<file path="config.mk">
export PLATFORM = sky130hd
export DESIGN_NAME = id_ex_stage
export DESIGN_NICKNAME = d
export VERILOG_FILES = /design/src/rtl/mips_pkg.sv /design/src/rtl/operand_fwd_mux.sv /design/src/rtl/id_ex_stage.sv
export SDC_FILE = /design/constraint.sdc
export NUM_CORES = 1
export LEC_CHECK = 0
export CAP_MARGIN = 20
export CORE_MARGIN = 2
export CORE_UTILIZATION = 40
export DETAILED_ROUTE_END_ITERATION = 10
export PLACE_DENSITY = 0.82
export REMOVE_ABC_BUFFERS = 1
export SLEW_MARGIN = 20
export SYNTH_ARGS = -nofsm -noshare
export SYNTH_HDL_FRONTEND = slang
export SYNTH_SLANG_ARGS = --single-unit
</file>
<file path="constraint.sdc">
create_clock -name clk -period 1.85 [get_ports clk]
set_input_delay 0.2775 -clock clk [delete_from_list [all_inputs] [get_ports clk]]
set_output_delay 0.2775 -clock clk [all_outputs]
set_load 0.02 [all_outputs]
</file>
<file path="src/rtl/mips_pkg.sv">
// Shared encodings and the ID/EX register layout for the pipelined MIPS core.
package mips_pkg;

  typedef enum logic [3:0] {
    ALU_ADD = 4'b0000,
    ALU_SUB = 4'b0001,
    ALU_AND = 4'b0010,
    ALU_OR  = 4'b0011,
    ALU_XOR = 4'b0100,
    ALU_NOR = 4'b0101,
    ALU_SLT = 4'b0110,
    ALU_SLL = 4'b0111,
    ALU_SRL = 4'b1000,
    ALU_SRA = 4'b1001
  } alu_op_e;

  typedef enum logic [1:0] {
    FWD_RF  = 2'b00,
    FWD_WB  = 2'b01,
    FWD_MEM = 2'b10
  } fwd_sel_e;

  typedef enum logic [1:0] {
    SH_NONE = 2'b00,
    SH_IMM  = 2'b01,
    SH_VAR  = 2'b10
  } shift_mode_e;

  // All-zero value of this struct is the bubble.
  typedef struct packed {
    logic [31:0] rd1;
    logic [31:0] rd2;
    logic [31:0] signImm;
    logic [4:0]  rs;
    logic [4:0]  rt;
    logic [4:0]  writeReg;
    logic [4:0]  shamt;
    logic [3:0]  aluControl;
    logic        aluSrc;
    logic [1:0]  shift;
    logic        regWrite;
    logic        memtoReg;
    logic        memWrite;
  } id_ex_t;

  function automatic logic [31:0] zextShamt(input logic [4:0] amt);
    return {27'b0, amt};
  endfunction

endpackage

</file>
<file path="src/rtl/operand_fwd_mux.sv">
// 3:1 forwarding select for one 32-bit execute operand; select 11 falls back to
// the register path.
module operand_fwd_mux
  import mips_pkg::*;
(
  input  logic [1:0]  sel,
  input  logic [31:0] regVal,
  input  logic [31:0] wbVal,
  input  logic [31:0] memVal,
  output logic [31:0] out
);

  always_comb begin
    out = regVal;
    case (sel)
      FWD_WB:  out = wbVal;
      FWD_MEM: out = memVal;
      default: out = regVal;
    endcase
  end

endmodule

</file>
<file path="src/rtl/id_ex_stage.sv">
// ID/EX pipeline register with execute-side forwarding and shift operand selection.
// Build option: ID_EX_FORWARD_EN enables the MEM/WB forwarding muxes.
module id_ex_stage
  import mips_pkg::*;
(
  input  logic        clk,
  input  logic        rst_n,
  input  logic        StallE,
  input  logic        FlushE,
  input  logic [31:0] RD1D,
  input  logic [31:0] RD2D,
  input  logic [31:0] SignImmD,
  input  logic [4:0]  RsD,
  input  logic [4:0]  RtD,
  input  logic [4:0]  RdD,
  input  logic [4:0]  ShamtD,
  input  logic [3:0]  ALUControlD,
  input  logic        ALUSrcD,
  input  logic [1:0]  ShiftD,
  input  logic        RegDstD,
  input  logic        RegWriteD,
  input  logic        MemtoRegD,
  input  logic        MemWriteD,
  input  logic [1:0]  ForwardAE,
  input  logic [1:0]  ForwardBE,
  input  logic [31:0] ALUOutM,
  input  logic [31:0] ResultW,
  output logic [31:0] SrcAE,
  output logic [31:0] SrcBE,
  output logic [3:0]  ALUControlE,
  output logic [31:0] WriteDataE,
  output logic [4:0]  WriteRegE,
  output logic [4:0]  RsE,
  output logic [4:0]  RtE,
  output logic        RegWriteE,
  output logic        MemtoRegE,
  output logic        MemWriteE
);

  id_ex_t stageD;
  id_ex_t stageQ;
  logic [1:0]  selA;
  logic [1:0]  selB;
  logic [31:0] fwdA;
  logic [31:0] fwdB;

  always_comb begin
    stageD            = '0;
    stageD.rd1        = RD1D;
    stageD.rd2        = RD2D;
    stageD.signImm    = SignImmD;
    stageD.rs         = RsD;
    stageD.rt         = RtD;
    stageD.writeReg   = RegDstD ? RdD : RtD;
    stageD.shamt      = ShamtD;
    stageD.aluControl = ALUControlD;
    stageD.aluSrc     = ALUSrcD;
    stageD.shift      = ShiftD;
    stageD.regWrite   = RegWriteD;
    stageD.memtoReg   = MemtoRegD;
    stageD.memWrite   = MemWriteD;
  end

  always_ff @(posedge clk) begin
    if (!rst_n) begin
      stageQ <= '0;
    end else if (FlushE) begin
      stageQ <= '0;
    end else if (!StallE) begin
      stageQ <= stageD;
    end
  end

`ifdef ID_EX_FORWARD_EN
  assign selA = ForwardAE;
  assign selB = ForwardBE;
`else
  // Forwarding disabled: the hazard unit stalls on RAW, so selects are pinned.
  logic unusedFwdSel;
  assign unusedFwdSel = ^{ForwardAE, ForwardBE};
  assign selA = FWD_RF;
  assign selB = FWD_RF;
`endif

  operand_fwd_mux uFwdA (
    .sel    (selA),
    .regVal (stageQ.rd1),
    .wbVal  (ResultW),
    .memVal (ALUOutM),
    .out    (fwdA)
  );

  operand_fwd_mux uFwdB (
    .sel    (selB),
    .regVal (stageQ.rd2),
    .wbVal  (ResultW),
    .memVal (ALUOutM),
    .out    (fwdB)
  );

  // Shifts put the shifted value (rt) on A and the amount on B.
  always_comb begin
    SrcAE = fwdA;
    SrcBE = stageQ.aluSrc ? stageQ.signImm : fwdB;
    case (stageQ.shift)
      SH_IMM: begin
        SrcAE = fwdB;
        SrcBE = zextShamt(stageQ.shamt);
      end
      SH_VAR: begin
        SrcAE = fwdB;
        SrcBE = zextShamt(fwdA[4:0]);
      end
      default: ;
    endcase
  end

  assign WriteDataE  = fwdB;
  assign ALUControlE = stageQ.aluControl;
  assign WriteRegE   = stageQ.writeReg;
  assign RsE         = stageQ.rs;
  assign RtE         = stageQ.rt;
  assign RegWriteE   = stageQ.regWrite;
  assign MemtoRegE   = stageQ.memtoReg;
  assign MemWriteE   = stageQ.memWrite;

endmodule

</file>
* Word-level counts from Yosys, hierarchy flattened *
Index checks and enable logic that the tools add are counted.

cells by class
  add/subtract/negate cells = 0
  $mul = 0
  divide/modulo/power cells = 0
  order comparisons = 0
  equal/unequal tests = 2
  shift operators = 0
  mux-type cells = 4
  bitwise operators = 1
  reductions and logical operators = 2

operators with widths
  operator              count
  $mux W32              2
  $pmux W32 S2          1
  $mux W5               1
  $reduce_or A2 Y1      2
  $eq A2 B1 Y1 const B  1
  $eq A2 B2 Y1 const B  1
  $not A1 Y1            1

word-level totals
  flip-flop bits (word level) = 126
  bits in latches = 0
  bits in writable memories = 0
  bits in read-only memories = 0
  bits of input ports = 199
  output and inout bits = 118
  logic and storage cells = 22
  memories kept = 0

* Longest topological paths before layout *
  word-level depth = 3
  depth in mapped cells = 6
  mapped depth without buffers = 4

* Modules after synthesis *
From an unflattened synthesis, not the netlist that was laid out.

unflattened totals
  cell total of the unflattened synthesis = 777
  area, all modules = 6944.2 µm²

modules (own cells, without submodules)
  module           times used  cells an instance  area an instance (µm²)  seq. area each (µm²)
  id_ex_stage      1           551                5670.4                  2522.4
  operand_fwd_mux  2           113                636.9                   0.0

* Least setup slack after synthesis *
OpenSTA, ideal clock, no wires.

  path type = register to output
  start = register stageQ[3] (netlist bit)
  end = output SrcBE[0]
  arrival = 1.448 ns
  data required time = 1.572 ns
  slack = 0.125 ns
  stages on the path, launching flop included = 7
  buffers on the path = 3
  path through = dfxtp_1 inv_1 ha_1 buf_2 buf_4 buf_2 a21oi_1

between the ends
  cells in the longest elaborated chain, start to end = 2
  elaborated cells on any way between the ends = 3
  classes of those cells = eq/ne (2); mux (1)

ends and longest elaborated chain
  item                                                 RTL line            RTL
  start, declared                                      id_ex_stage.sv:41   id_ex_t stageQ;
  start signal, assigned                               id_ex_stage.sv:70   stageQ <= stageD;
  $eq A2 B2 Y1 / $eq A2 B1 Y1 (equally long branches)  id_ex_stage.sv:105  case (stageQ.shift)
  $pmux W32 S2 (*)                                     id_ex_stage.sv:105
  end, declared                                        id_ex_stage.sv:29   output logic [31:0] SrcBE,

Mark *: on every way between the ends. The rest lies on a longest branch, timed or not.

* Worst setup path in the final report *
  start = register stageQ[3] (netlist bit)
  end = output SrcBE[1]

The elaborated chain is that of the path after synthesis.

==> results.md <==
- Status: finished with violations
- Failing checks: setup timing
- First-pass DRT Iterations: 4
- Critical Path Sink Type: primary output
- Hpwl dp: around 11000 um
- Total gr overflow: 0
- Setup ws final: -0.242 ns
- Fillers: 1146
- Port Buf Inserts: approximately 250
- First-pass GRT wire length: 26000 um
- CP max stage cell: dfxtp_2
- Core area: ~14000 um2
- Die X: 126 um
- CP startpoint kind: flop
- Num CTS Buffers: 17
- Critical path cell sequence: inv_2 > ha_4 > buf_4 > buf_16 > a221oi_2 > a21oi_1 > buf_2
- DRC: 0
- Fin. Hold Viols: 0
- CTS tree: built
- Layout cells sized above 1: 22.0%
- Routed WL: 16500 um
- Initial antenna violation count: 0
- Final setup viols: 64
- Worst min path class: input port to flop
- N_diodes: 0
- Critical path class: flop to primary output
- R2R cell count: 3
- Clock slew at reported path FFs: 0.05 ns
- Cell Area, Synth: 5910 um2
- Layout Area Growth over Synthesis: 50.9%
- Final worst-path cycle share: 113%
- Clock Skews: 0 ns
- Total die area: 15800 um2
- Max cap viols: 0
- # IOs: 317
- Register area share after synthesis: about 43%
- Vias in the first global route: 5078
- Root Buffer: clkbuf_16
- Hold path depth: 3
- Via total after detailed routing: between 4000 and 5000
- FF+latch count, synth: 126
- Unrepaired setup endpoints after global routing: true
- Worst hold slack: 0.325 ns
- GP Congestion: 0.803
- Setup TNS: -11.01 ns
- Worst path max stage delay: 0.33 ns
- CTS Buffer Depth: 2
- # H-tree levels: 4
- Slew margin rel.: around three quarters
- Final core occ: 61.6%
- GR Util All Layers: 20.7%
- Worst-Margin Slew: 0.359 ns
- Die H: 126 um
- Power Density: 807 nW/um2
- Clk sink count: 126
- Syn Inst Count: 582
- Row cnt: between 40 and 50
- Detail Route Antenna Nets: 0
- Largest net degree at the start of global routing: slightly above 70
- Post-synthesis cell type count: 17
- Fin crit period: 2.09 ns
- Clock Latency Late Sink: 0.40 ns
- Max VDD drop: 671 uV
- Syn. warnings: 0
- Crit-path max FO: 14
- Avg Inst Size Synth: about 10 um2
- Hold_buf cts: 0
- Nets: 981
- Leak: 3.91 nW
- Slew Viols, Final: 0
- Worst Path Arrival: 1.81 ns
- Vias per cell: 4.89
- Required time of the critical path: 1.57 ns
- Starting Density: between 40% and 50%
- Wirelength per Cell: 16.9 um
- 1st-iter DRT viols: ~200
- FMAX: 478 MHz
## metal layers
metal,vias up,global-route usage (%),wire length [um]
met5,-,0,0
met4,0,8.37,405
met3,34,6.46,1090
met2,177,35.9,8270
met1,2265,23.5,6690
li1,2295,-,-
## layout make-up
| cell class | count | area, um2 | share of cell area [%] |
|---|---|---|---|
| well taps | 184 | 230 | 2.58 |
| clock inverters | 6 | 57.6 | 0.646 |
| inverters | 3 | 11.3 | 0.126 |
| repair buffers | 271 | 2680 | 30.0 |
| clock buffers | 25 | 505 | 5.67 |
| multi-input cells | 361 | 2910 | 32.6 |
| flip-flops and latches | 126 | 2530 | 28.3 |
## cells in the final DEF, fill, tap and decap left out, drive strengths merged
cell type,count
clkbuf,25
clkdlybuf4s50,183
nor2b,32
dfxtp,126
clkinv,4
mux2i,158
nand2b,1
buf,88
mux2,32
a21oi,5
bufinv,1
ha,2
nor2,121
a221oi,5
inv,3
a211oi,5
clkinvlp,1
## synth_stat cells
cell	instances	area, um2
inv_1	3	11.3
buf_6	5	56.3
a211oi_1	5	37.5
nor2_1	121	454
mux2i_1	158	1580
nand2b_1	1	6.26
buf_1	1	3.75
clkbuf_1	9	33.8
buf_4	64	480
clkbuf_2	1	5.00
a221oi_1	5	43.8
mux2_2	32	360
buf_2	12	60.1
nor2b_1	32	200
a21oi_1	5	25.0
ha_1	2	25.0
dfxtp_1	126	2520
## through the flow
step           setup WS (ns)  power (W)  cell area, um2  cells
6_report              -0.242    0.00720            8920    976
3_3_place_gp          -0.297    0.00402            8200    935
3_5_place_dp          -0.332    0.00405            8200    935
4_1_cts               -0.309    0.00729            8970    979
5_1_grt               -0.317    0.00747            8920    976
2_1_floorplan         -0.974    0.00339            5270    490
## where the power goes
group | internal, W | total [W] | switching [W]
logic | 0.000676 | 0.00118 | 0.000509
clock network | 0.00201 | 0.00314 | 0.00113
registers | 0.00281 | 0.00287 | 0.0000651
total | 0.00549 | 0.00720 | 0.00170
## worst max-delay path: cells and delay by family (launching register included)
kind | cells | cell delay, ns
AO/OA/AOI/OAI | 2 | 0.27
adder cells (fa/ha/maj) | 1 | 0.28
buffers and inverters | 4 | 0.53
flip-flops | 1 | 0.33
## path summary, 6_finish.rpt
kind / slack, ns / from / to
max: -0.24 / stageQ[3] / SrcBE[1]
min: 0.33 / StallE / RsE[1]
min reg2reg: 0.49 / stageQ[117] / stageQ[117]
max reg2reg: 1.09 / stageQ[3] / stageQ[3]
## state kept, by name, indices dropped and copies added (netlist names)
| signal | count |
|---|---|
| ALUControlE | 4 |
| MemWriteE | 1 |
| MemtoRegE | 1 |
| RegWriteE | 1 |
| RsE | 5 |
| RtE | 5 |
| WriteRegE | 5 |
| stageQ | 104 |
## logic make-up (layout without fill, tap and decap cells)
family                     count (synthesis)  count (layout)  share of synthesized area [%]
muxes                                    190             190                           32.9
and+or+nand+nor                          154             154                           11.2
DFF                                      126             126                           42.7
buffers and inverters                     95             305                           11.0
AOI/OAI and AO/OA                         15              15                           1.80
adders and majority gates                  2               2                          0.424
## repair_timing
item | in CTS | in global routing
gates resized for setup | 361 | 9
buffers inserted | 10 | 0
endpoints found under the hold margin | 0 | 0
cloned | 4 | 0
setup endpoints to repair | 64 | 64
pin swaps | 2 | 1
Note: power is estimated with default switching activity, not from simulation.
